File: config.mk
export PLATFORM = sky130hd
export DESIGN_NAME = classificador_nivel_n
export DESIGN_NICKNAME = d
export VERILOG_FILES = /design/src/rtl/classificador_pkg.sv /design/src/rtl/classificador_nivel_n_divisor_seq.sv /design/src/rtl/classificador_nivel_n.sv
export SDC_FILE = /design/constraint.sdc
export NUM_CORES = 1
export LEC_CHECK = 0
export CORE_AREA = 4 4 192 194
export CTS_BUF_LIST = sky130_fd_sc_hd__clkbuf_4 sky130_fd_sc_hd__clkbuf_8 sky130_fd_sc_hd__clkbuf_16
export DETAILED_ROUTE_END_ITERATION = 7
export DIE_AREA = 0 0 196 198
export SYNTH_ARGS = -nofsm -noshare
export SYNTH_HDL_FRONTEND = slang
export SYNTH_SLANG_ARGS = --single-unit
File: constraint.sdc
create_clock -name clock -period 7.95 [get_ports clock]
set_input_delay 2.385 -clock clock [delete_from_list [all_inputs] [get_ports clock]]
set_output_delay 2.385 -clock clock [all_outputs]
set_load 0.01 [all_outputs]
File: src/rtl/classificador_pkg.sv
// Shared definitions for the N-channel level classifier: class codes, FSM
// state encoding and small arithmetic helpers.
package classificador_pkg;

  localparam logic [2:0] DESCONHECIDO = 3'd0;
  localparam logic [2:0] BAIXO        = 3'd1;
  localparam logic [2:0] NORMAL       = 3'd2;
  localparam logic [2:0] ALTO         = 3'd3;
  localparam logic [2:0] CRITICO      = 3'd4;

  typedef enum logic [3:0] {
    OCIOSO     = 4'd0,
    CAPTURA    = 4'd1,
    ACUMULA    = 4'd2,
    VERIFICA   = 4'd3,
    DIVIDE     = 4'd4,
    CLASSIFICA = 4'd5,
    FIM        = 4'd6
  } estado_t;

  function automatic int clog2(input int v);
    int r;
    r = 0;
    while ((1 << r) < v) r++;
    return r;
  endfunction

  // Threshold +/- margin, clamped to [0, maximo].
  function automatic logic [31:0] ajusta_limiar(input logic [31:0] t,
                                                input logic [31:0] h,
                                                input logic        soma,
                                                input logic [31:0] maximo);
    logic [32:0] s;
    if (soma) begin
      s = {1'b0, t} + {1'b0, h};
      return (s > {1'b0, maximo}) ? maximo : s[31:0];
    end
    return (t < h) ? 32'd0 : (t - h);
  endfunction

endpackage

File: src/rtl/classificador_nivel_n_divisor_seq.sv
// Restoring divider by a constant: one quotient bit per cycle, DW cycles
// from start to the pronto pulse.
module divisor_seq
  import classificador_pkg::*;
#(
  parameter int DW      = 14,
  parameter int DIVISOR = 3,
  parameter int QW      = DW
) (
  input  logic          clock,
  input  logic          reset,
  input  logic          clear,
  input  logic          start,
  input  logic [DW-1:0] dividendo,
  output logic          pronto,
  output logic [QW-1:0] quociente
);

  localparam int KW = (clog2(DIVISOR) < 1) ? 1 : clog2(DIVISOR);
  localparam int CW = clog2(DW + 1);

  logic [KW-1:0] rem_q, rem_d;
  logic [DW-1:0] quo_q, quo_d;
  logic [CW-1:0] cnt_q, cnt_d;
  logic          busy_q, busy_d;
  logic [KW:0]   tentativa;
  logic          cabe;

  always_comb begin
    tentativa = {rem_q, quo_q[DW-1]};
    cabe      = (tentativa >= (KW+1)'(DIVISOR));
    rem_d     = rem_q;
    quo_d     = quo_q;
    cnt_d     = cnt_q;
    busy_d    = busy_q;
    if (clear) begin
      rem_d  = '0;
      quo_d  = '0;
      cnt_d  = '0;
      busy_d = 1'b0;
    end else if (start) begin
      rem_d  = '0;
      quo_d  = dividendo;
      cnt_d  = CW'(DW);
      busy_d = 1'b1;
    end else if (busy_q) begin
      // remainder stays below DIVISOR, so the narrowing is lossless
      rem_d  = cabe ? KW'(tentativa - (KW+1)'(DIVISOR)) : KW'(tentativa);
      quo_d  = {quo_q[DW-2:0], cabe};
      cnt_d  = cnt_q - 1'b1;
      busy_d = (cnt_q != CW'(1));
    end
  end

  always_ff @(posedge clock or negedge reset) begin
    if (!reset) begin
      rem_q  <= '0;
      quo_q  <= '0;
      cnt_q  <= '0;
      busy_q <= 1'b0;
    end else begin
      rem_q  <= rem_d;
      quo_q  <= quo_d;
      cnt_q  <= cnt_d;
      busy_q <= busy_d;
    end
  end

  assign pronto    = busy_q && (cnt_q == CW'(1));
  assign quociente = quo_q[QW-1:0];

endmodule

File: src/rtl/classificador_nivel_n.sv
// N-channel level classifier: capture, validate spread, exact floor mean,
// then banded classification with hysteresis and multi-round confirmation.
//   state      | meaning
//   OCIOSO     | idle, waits for iniciar
//   CAPTURA    | latch medidas, clear accumulators
//   ACUMULA    | fold one channel per cycle into sum/min/max/zero
//   VERIFICA   | reject on zero channel or excessive spread
//   DIVIDE     | sequential sum/N
//   CLASSIFICA | band, hysteresis, confirmation
//   FIM        | round done; completion pulse follows
module classificador_nivel_n
  import classificador_pkg::*;
#(
  parameter int N          = 3,
  parameter int W          = 12,
  parameter int MAX_SPREAD = 20,
  parameter int HYST       = 2,
  parameter int CONFIRMA   = 2
) (
  input  logic           clock,
  input  logic           reset,
  input  logic           zera,
  input  logic           iniciar,
  input  logic [N*W-1:0] medidas,
  input  logic [W-1:0]   nv_crit,
  input  logic [W-1:0]   nv_alto,
  input  logic [W-1:0]   nv_baixo,
  output logic [W-1:0]   media,
  output logic [2:0]     classificacao,
  output logic           descartar_medida,
  output logic           fim_classificacao,
  output logic           ocupado,
  output logic [3:0]     db_estado
);

  localparam int          SW    = W + clog2(N);
  localparam logic [31:0] T_MAX = 32'({W{1'b1}});

  estado_t        estado_q, estado_d;
  logic [N*W-1:0] med_q, med_d;
  logic [3:0]     idx_q, idx_d;
  logic [SW-1:0]  soma_q, soma_d;
  logic [W-1:0]   min_q, min_d, max_q, max_d;
  logic           zero_q, zero_d, disc_q, disc_d;
  logic [W-1:0]   media_q, media_d;
  logic [2:0]     classe_q, classe_d, cand_q, cand_d;
  logic [3:0]     cnt_q, cnt_d;
  logic           fim_q, fim_d, descartar_q, descartar_d;

  logic [W-1:0]   canal, quociente, tc_e, ta_e, tb_e;
  logic [2:0]     bruta;
  logic           div_start, div_pronto;

  divisor_seq #(.DW(SW), .DIVISOR(N), .QW(W)) u_divisor (
    .clock     (clock),
    .reset     (reset),
    .clear     (zera),
    .start     (div_start),
    .dividendo (soma_q),
    .pronto    (div_pronto),
    .quociente (quociente)
  );

  // Each threshold moves away from the side the confirmed class sits on.
  always_comb begin
    tc_e = nv_crit;
    ta_e = nv_alto;
    tb_e = nv_baixo;
    if (classe_q != DESCONHECIDO) begin
      tc_e = W'(ajusta_limiar(32'(nv_crit), 32'(HYST), classe_q == CRITICO, T_MAX));
      ta_e = W'(ajusta_limiar(32'(nv_alto), 32'(HYST),
                              (classe_q == CRITICO) || (classe_q == ALTO), T_MAX));
      tb_e = W'(ajusta_limiar(32'(nv_baixo), 32'(HYST), classe_q != BAIXO, T_MAX));
    end
    if (quociente <= tc_e)      bruta = CRITICO;
    else if (quociente <= ta_e) bruta = ALTO;
    else if (quociente < tb_e)  bruta = NORMAL;
    else                        bruta = BAIXO;
  end

  always_comb begin
    estado_d    = estado_q;
    med_d       = med_q;
    idx_d       = idx_q;
    soma_d      = soma_q;
    min_d       = min_q;
    max_d       = max_q;
    zero_d      = zero_q;
    disc_d      = disc_q;
    media_d     = media_q;
    classe_d    = classe_q;
    cand_d      = cand_q;
    cnt_d       = cnt_q;
    descartar_d = descartar_q;
    div_start   = 1'b0;
    canal       = '0;
    for (int i = 0; i < N; i++)
      if (idx_q == 4'(i)) canal = med_q[i*W +: W];

    case (estado_q)
      OCIOSO: if (iniciar) estado_d = CAPTURA;
      CAPTURA: begin
        med_d    = medidas;
        soma_d   = '0;
        min_d    = '1;
        max_d    = '0;
        zero_d   = 1'b0;
        disc_d   = 1'b0;
        idx_d    = '0;
        estado_d = ACUMULA;
      end
      ACUMULA: begin
        soma_d = soma_q + SW'(canal);
        if (canal < min_q) min_d = canal;
        if (canal > max_q) max_d = canal;
        if (canal == '0)   zero_d = 1'b1;
        idx_d = idx_q + 4'd1;
        if (idx_q == 4'(N-1)) estado_d = VERIFICA;
      end
      VERIFICA: begin
        if (zero_q || ((32'(max_q) - 32'(min_q)) > 32'(MAX_SPREAD))) begin
          disc_d   = 1'b1;
          estado_d = FIM;
        end else begin
          div_start = 1'b1;
          estado_d  = DIVIDE;
        end
      end
      DIVIDE: if (div_pronto) estado_d = CLASSIFICA;
      CLASSIFICA: begin
        media_d = quociente;
        if (bruta == classe_q) begin
          cnt_d = '0;
        end else if ((classe_q == DESCONHECIDO) || (bruta == CRITICO)) begin
          classe_d = bruta;
          cand_d   = bruta;
          cnt_d    = '0;
        end else if (bruta == cand_q) begin
          if ((cnt_q + 4'd1) >= 4'(CONFIRMA)) begin
            classe_d = bruta;
            cnt_d    = '0;
          end else begin
            cnt_d = cnt_q + 4'd1;
          end
        end else begin
          cand_d = bruta;
          if (CONFIRMA == 1) begin
            classe_d = bruta;
            cnt_d    = '0;
          end else begin
            cnt_d = 4'd1;
          end
        end
        estado_d = FIM;
      end
      FIM:     estado_d = OCIOSO;
      default: estado_d = OCIOSO;
    endcase

    fim_d = (estado_q == FIM);
    if (estado_q == FIM) descartar_d = disc_q;

    if (zera) begin
      estado_d    = OCIOSO;
      med_d       = '0;
      idx_d       = '0;
      soma_d      = '0;
      min_d       = '0;
      max_d       = '0;
      zero_d      = 1'b0;
      disc_d      = 1'b0;
      media_d     = '0;
      classe_d    = DESCONHECIDO;
      cand_d      = DESCONHECIDO;
      cnt_d       = '0;
      fim_d       = 1'b0;
      descartar_d = 1'b0;
    end
  end

  always_ff @(posedge clock or negedge reset) begin
    if (!reset) begin
      estado_q    <= OCIOSO;
      med_q       <= '0;
      idx_q       <= '0;
      soma_q      <= '0;
      min_q       <= '0;
      max_q       <= '0;
      zero_q      <= 1'b0;
      disc_q      <= 1'b0;
      media_q     <= '0;
      classe_q    <= DESCONHECIDO;
      cand_q      <= DESCONHECIDO;
      cnt_q       <= '0;
      fim_q       <= 1'b0;
      descartar_q <= 1'b0;
    end else begin
      estado_q    <= estado_d;
      med_q       <= med_d;
      idx_q       <= idx_d;
      soma_q      <= soma_d;
      min_q       <= min_d;
      max_q       <= max_d;
      zero_q      <= zero_d;
      disc_q      <= disc_d;
      media_q     <= media_d;
      classe_q    <= classe_d;
      cand_q      <= cand_d;
      cnt_q       <= cnt_d;
      fim_q       <= fim_d;
      descartar_q <= descartar_d;
    end
  end

  assign media             = media_q;
  assign classificacao     = classe_q;
  assign descartar_medida  = descartar_q;
  assign fim_classificacao = fim_q;
  assign ocupado           = (estado_q != OCIOSO);
  assign db_estado         = estado_q;

endmodule

==> results by group <==
Power
  • VDD IR max: about 0.00015 V
  • PD cells: 179.4 nW/um^2
  • Leakage: 5.367 nW

Outcome
  • Status: complete, no violations

Critical path
  • Crit Path Class: input port to register
  • CP arrival: 7440 ps
  • CP required: between 8000 and 9000 ps
  • R2R Setup Slk: roughly 2300 ps
  • CP startpoint kind: input port
  • CP Capture Type: register
  • Worst Path Max Fanout: 15

Clock network
  • H-Tree Depth: 4
  • Post-CTS Hold Fix Bufs: 0
  • Worst-skew pair later-pin latency: 430 ps
  • Clk slew on worst S/H paths: ~60 ps
  • Longest Clk Path Bufs: 2
  • TritonCTS Sinks: about 130
  • Post-CTS Setup Repair Bufs: 0
  • Clk Tree Root Cell: clkbuf_16
  • Post-CTS Resized: 0
  • TritonCTS Buffers: 17
  • Clock tree from TritonCTS: built

Finish
  • # nets final: about 1,500
  • Utilization after layout: 35.17%
  • Fraction of layout cells with a size suffix above 1: 6.437%
  • Post-route cell area: between 10,000 and 15,000 um^2
  • Ant. Diodes: 0
  • Post-route insts no fill: 1,828
  • Area Growth Syn to Fin: 19.19%

Routing
  • Via/cell ratio: 5.353
  • Starting DRC count in detailed routing: roughly 660
  • DRT Wirelength: 30,500 um
  • Vias: 9,785
  • DR WL/cell: 16.68 um
  • Final ANT Viol Nets: 0
  • Pre-Repair DR Iteration Count: 5
  • DRC errors left: 0

GRT
  • Initial antenna violation count: 0
  • Total grt overflow: 0
  • Number of global-route vias before repair: about 9,500
  • Global-route usage over all layers: 15.63%
  • Global-route wire length before repair: approximately 50,000 um
  • Largest net degree at the start of global routing: 66

Min path
  • Hold Crit Class: register to register

Timing
  • Crit path time final: 7143 ps
  • Fmax: between 100 and 150 MHz
  • Worst slew pin tran: 1082 ps
  • RSZ-0062 raised after global routing: no
  • Final Max Slew Viols: 0
  • Final Hold Vio Count: 0
  • Total negative slack: 0 ps
  • Fin crit share: 89.84%
  • Post-Route Skew: 13.15 ps
  • Slew margin rel.: between 20% and 30%
  • WHS: 466.3 ps
  • # setup viols final: 0

Synth
  • EDFF count, synth: 0
  • Gate count of the mapped netlist: roughly 1,300
  • Leading area contributor after synthesis: dfrtp_1
  • Syn Nets: 1,478
  • Part of the Yosys area used for sequential elements: 30.81%
  • Synthesized area: 10,390 um^2
  • Area contributors post-synth: dfrtp_1 31%, ha_1 12%, nand2_1 7.4%
  • Flops & latches, synth: 128
  • Synth top cells by count: 204 x nand2_1, 128 x dfrtp_1, 100 x ha_1, 98 x a21oi_1, 78 x o21ai_0
  • Synth Warn #: 0
  • Synth Flop Type: dfrtp_1
  • Async set or reset register ratio after synthesis: 100.0%
  • Synth cell types: 79
  • Most frequent cell after synthesis: nand2_1
  • Avg Synthesized Cell Area: 7.996 um^2
  • Area share of the largest cell type after synthesis: 30.81%

Job
  • Max-cap viol count: 0

Floorplanning
  • Placeable core area: around 35,000 um^2
  • Die width: 196 um
  • Boundary Pins: 98
  • Die area: roughly 39,000 um^2
  • Starting density of the core: 29.51%
  • Num rows: 69
  • Die Ht: 198 um

Placement
  • Final Wtd Congestion: about 0.89
  • Placed Area: 11,760 um^2
  • Post-DP HPWL: 22,420 um
  • Dpl cells: 1,797
  • IO buf count: 96
-- metal layers --
metal  global-route usage (%)  share of wire [%]  vias up
met5                        0                  0        -
met3                    2.944                4.3       33
met4                    3.310                1.1        0
li1                         -                  -     4827
met1                    21.05                 47     4684
met2                    26.31                 47      241
-- cells in the final DEF (no fill, tap or decap), types with 19 or more instances in the layout --
master,synthesis,final
nand2_1,204,204
ha_1,100,100
inv_1,72,72
nand3_1,67,67
nor4_1,22,22
mux2i_1,19,19
dfrtp_1,128,128
clkdlybuf4s50_1,0,94
a211oi_1,29,29
a21oi_1,98,96
nor3_1,31,31
nand4_1,23,23
o21ai_0,78,78
nor2_1,73,73
-- worst max-delay path, stage by stage --
cell and delay (ps):
clkdlybuf4s50_1 750, nand4_1 260, nor4b_1 310, o21ai_0 140, a2111oi_2 480, or2_2 290
nor3b_1 70, a211oi_1 200, o21ai_0 140, ha_1 310, nand4_1 100, nor2_1 70
and4_1 210, a311oi_1 590, nand4_1 240, a211o_1 390, and3_1 190, a311o_1 270
-- final timing paths --
path                                   from                to  depth (start not counted)
setup / recovery                nv_baixo[3]  classificacao[0]                         18
hold / removal                    med_q[24]         med_q[24]                          2
setup reg to reg           classificacao[0]  classificacao[0]                         17
hold reg to reg                   med_q[24]         med_q[24]                          2
max in group asynchronous             reset         soma_q[2]                          2
min in group asynchronous             reset          min_q[1]                          1
-- report_power, final --
part | total, mW | switching [mW] | internal (mW)
clock | 0.847 | 0.317 | 0.530
sequential | 0.744 | 0.0382 | 0.706
combinational | 0.632 | 0.376 | 0.256
total | 2.22 | 0.731 | 1.49
-- through the flow --
stage	power (mW)	setup slack [ps]
after global placement	1.373	575.1
after global routing	2.356	353.1
after floorplan	1.167	1504
after detailed placement	1.388	425.8
final	2.223	807.4
after CTS	2.239	845.5
-- cell families (layout without fill, tap and decap cells) --
logic type / count (synthesis) / count (layout) / share of synthesized area (%)
fa+ha+maj: 102 / 102 / 12.42
simple gates: 512 / 512 / 23.95
xor+xnor: 25 / 25 / 2.106
buf+inv: 150 / 217 / 5.621
flops: 128 / 128 / 30.81
compound gates: 351 / 351 / 21.92
mux: 31 / 31 / 3.129
other cells: 1 / 1 / 0.03608
-- area by class of cell --
cell class | instances | area [um^2]
clock buffers | 17 | 425.4
clock inverters | 14 | 202.7
fillers | 3678 | 22830
inverters | 73 | 274.0
multi-input cells | 1022 | 6626
flip-flops and latches | 128 | 3203
well taps | 461 | 576.8
repair buffers | 113 | 1081
-- registers in the layout, summed over array words and instances (netlist names), 2 cells and up --
name and count:
classificacao 3, max_q 12, u_divisor.rem_q 2, u_divisor.quo_q 14
idx_q 4, db_estado 3, u_divisor.cnt_q 4, min_q 12
cand_q 3, cnt_q 4, soma_q 14, med_q 36
media 12
No activity file was read; power rests on OpenSTA's default activity.
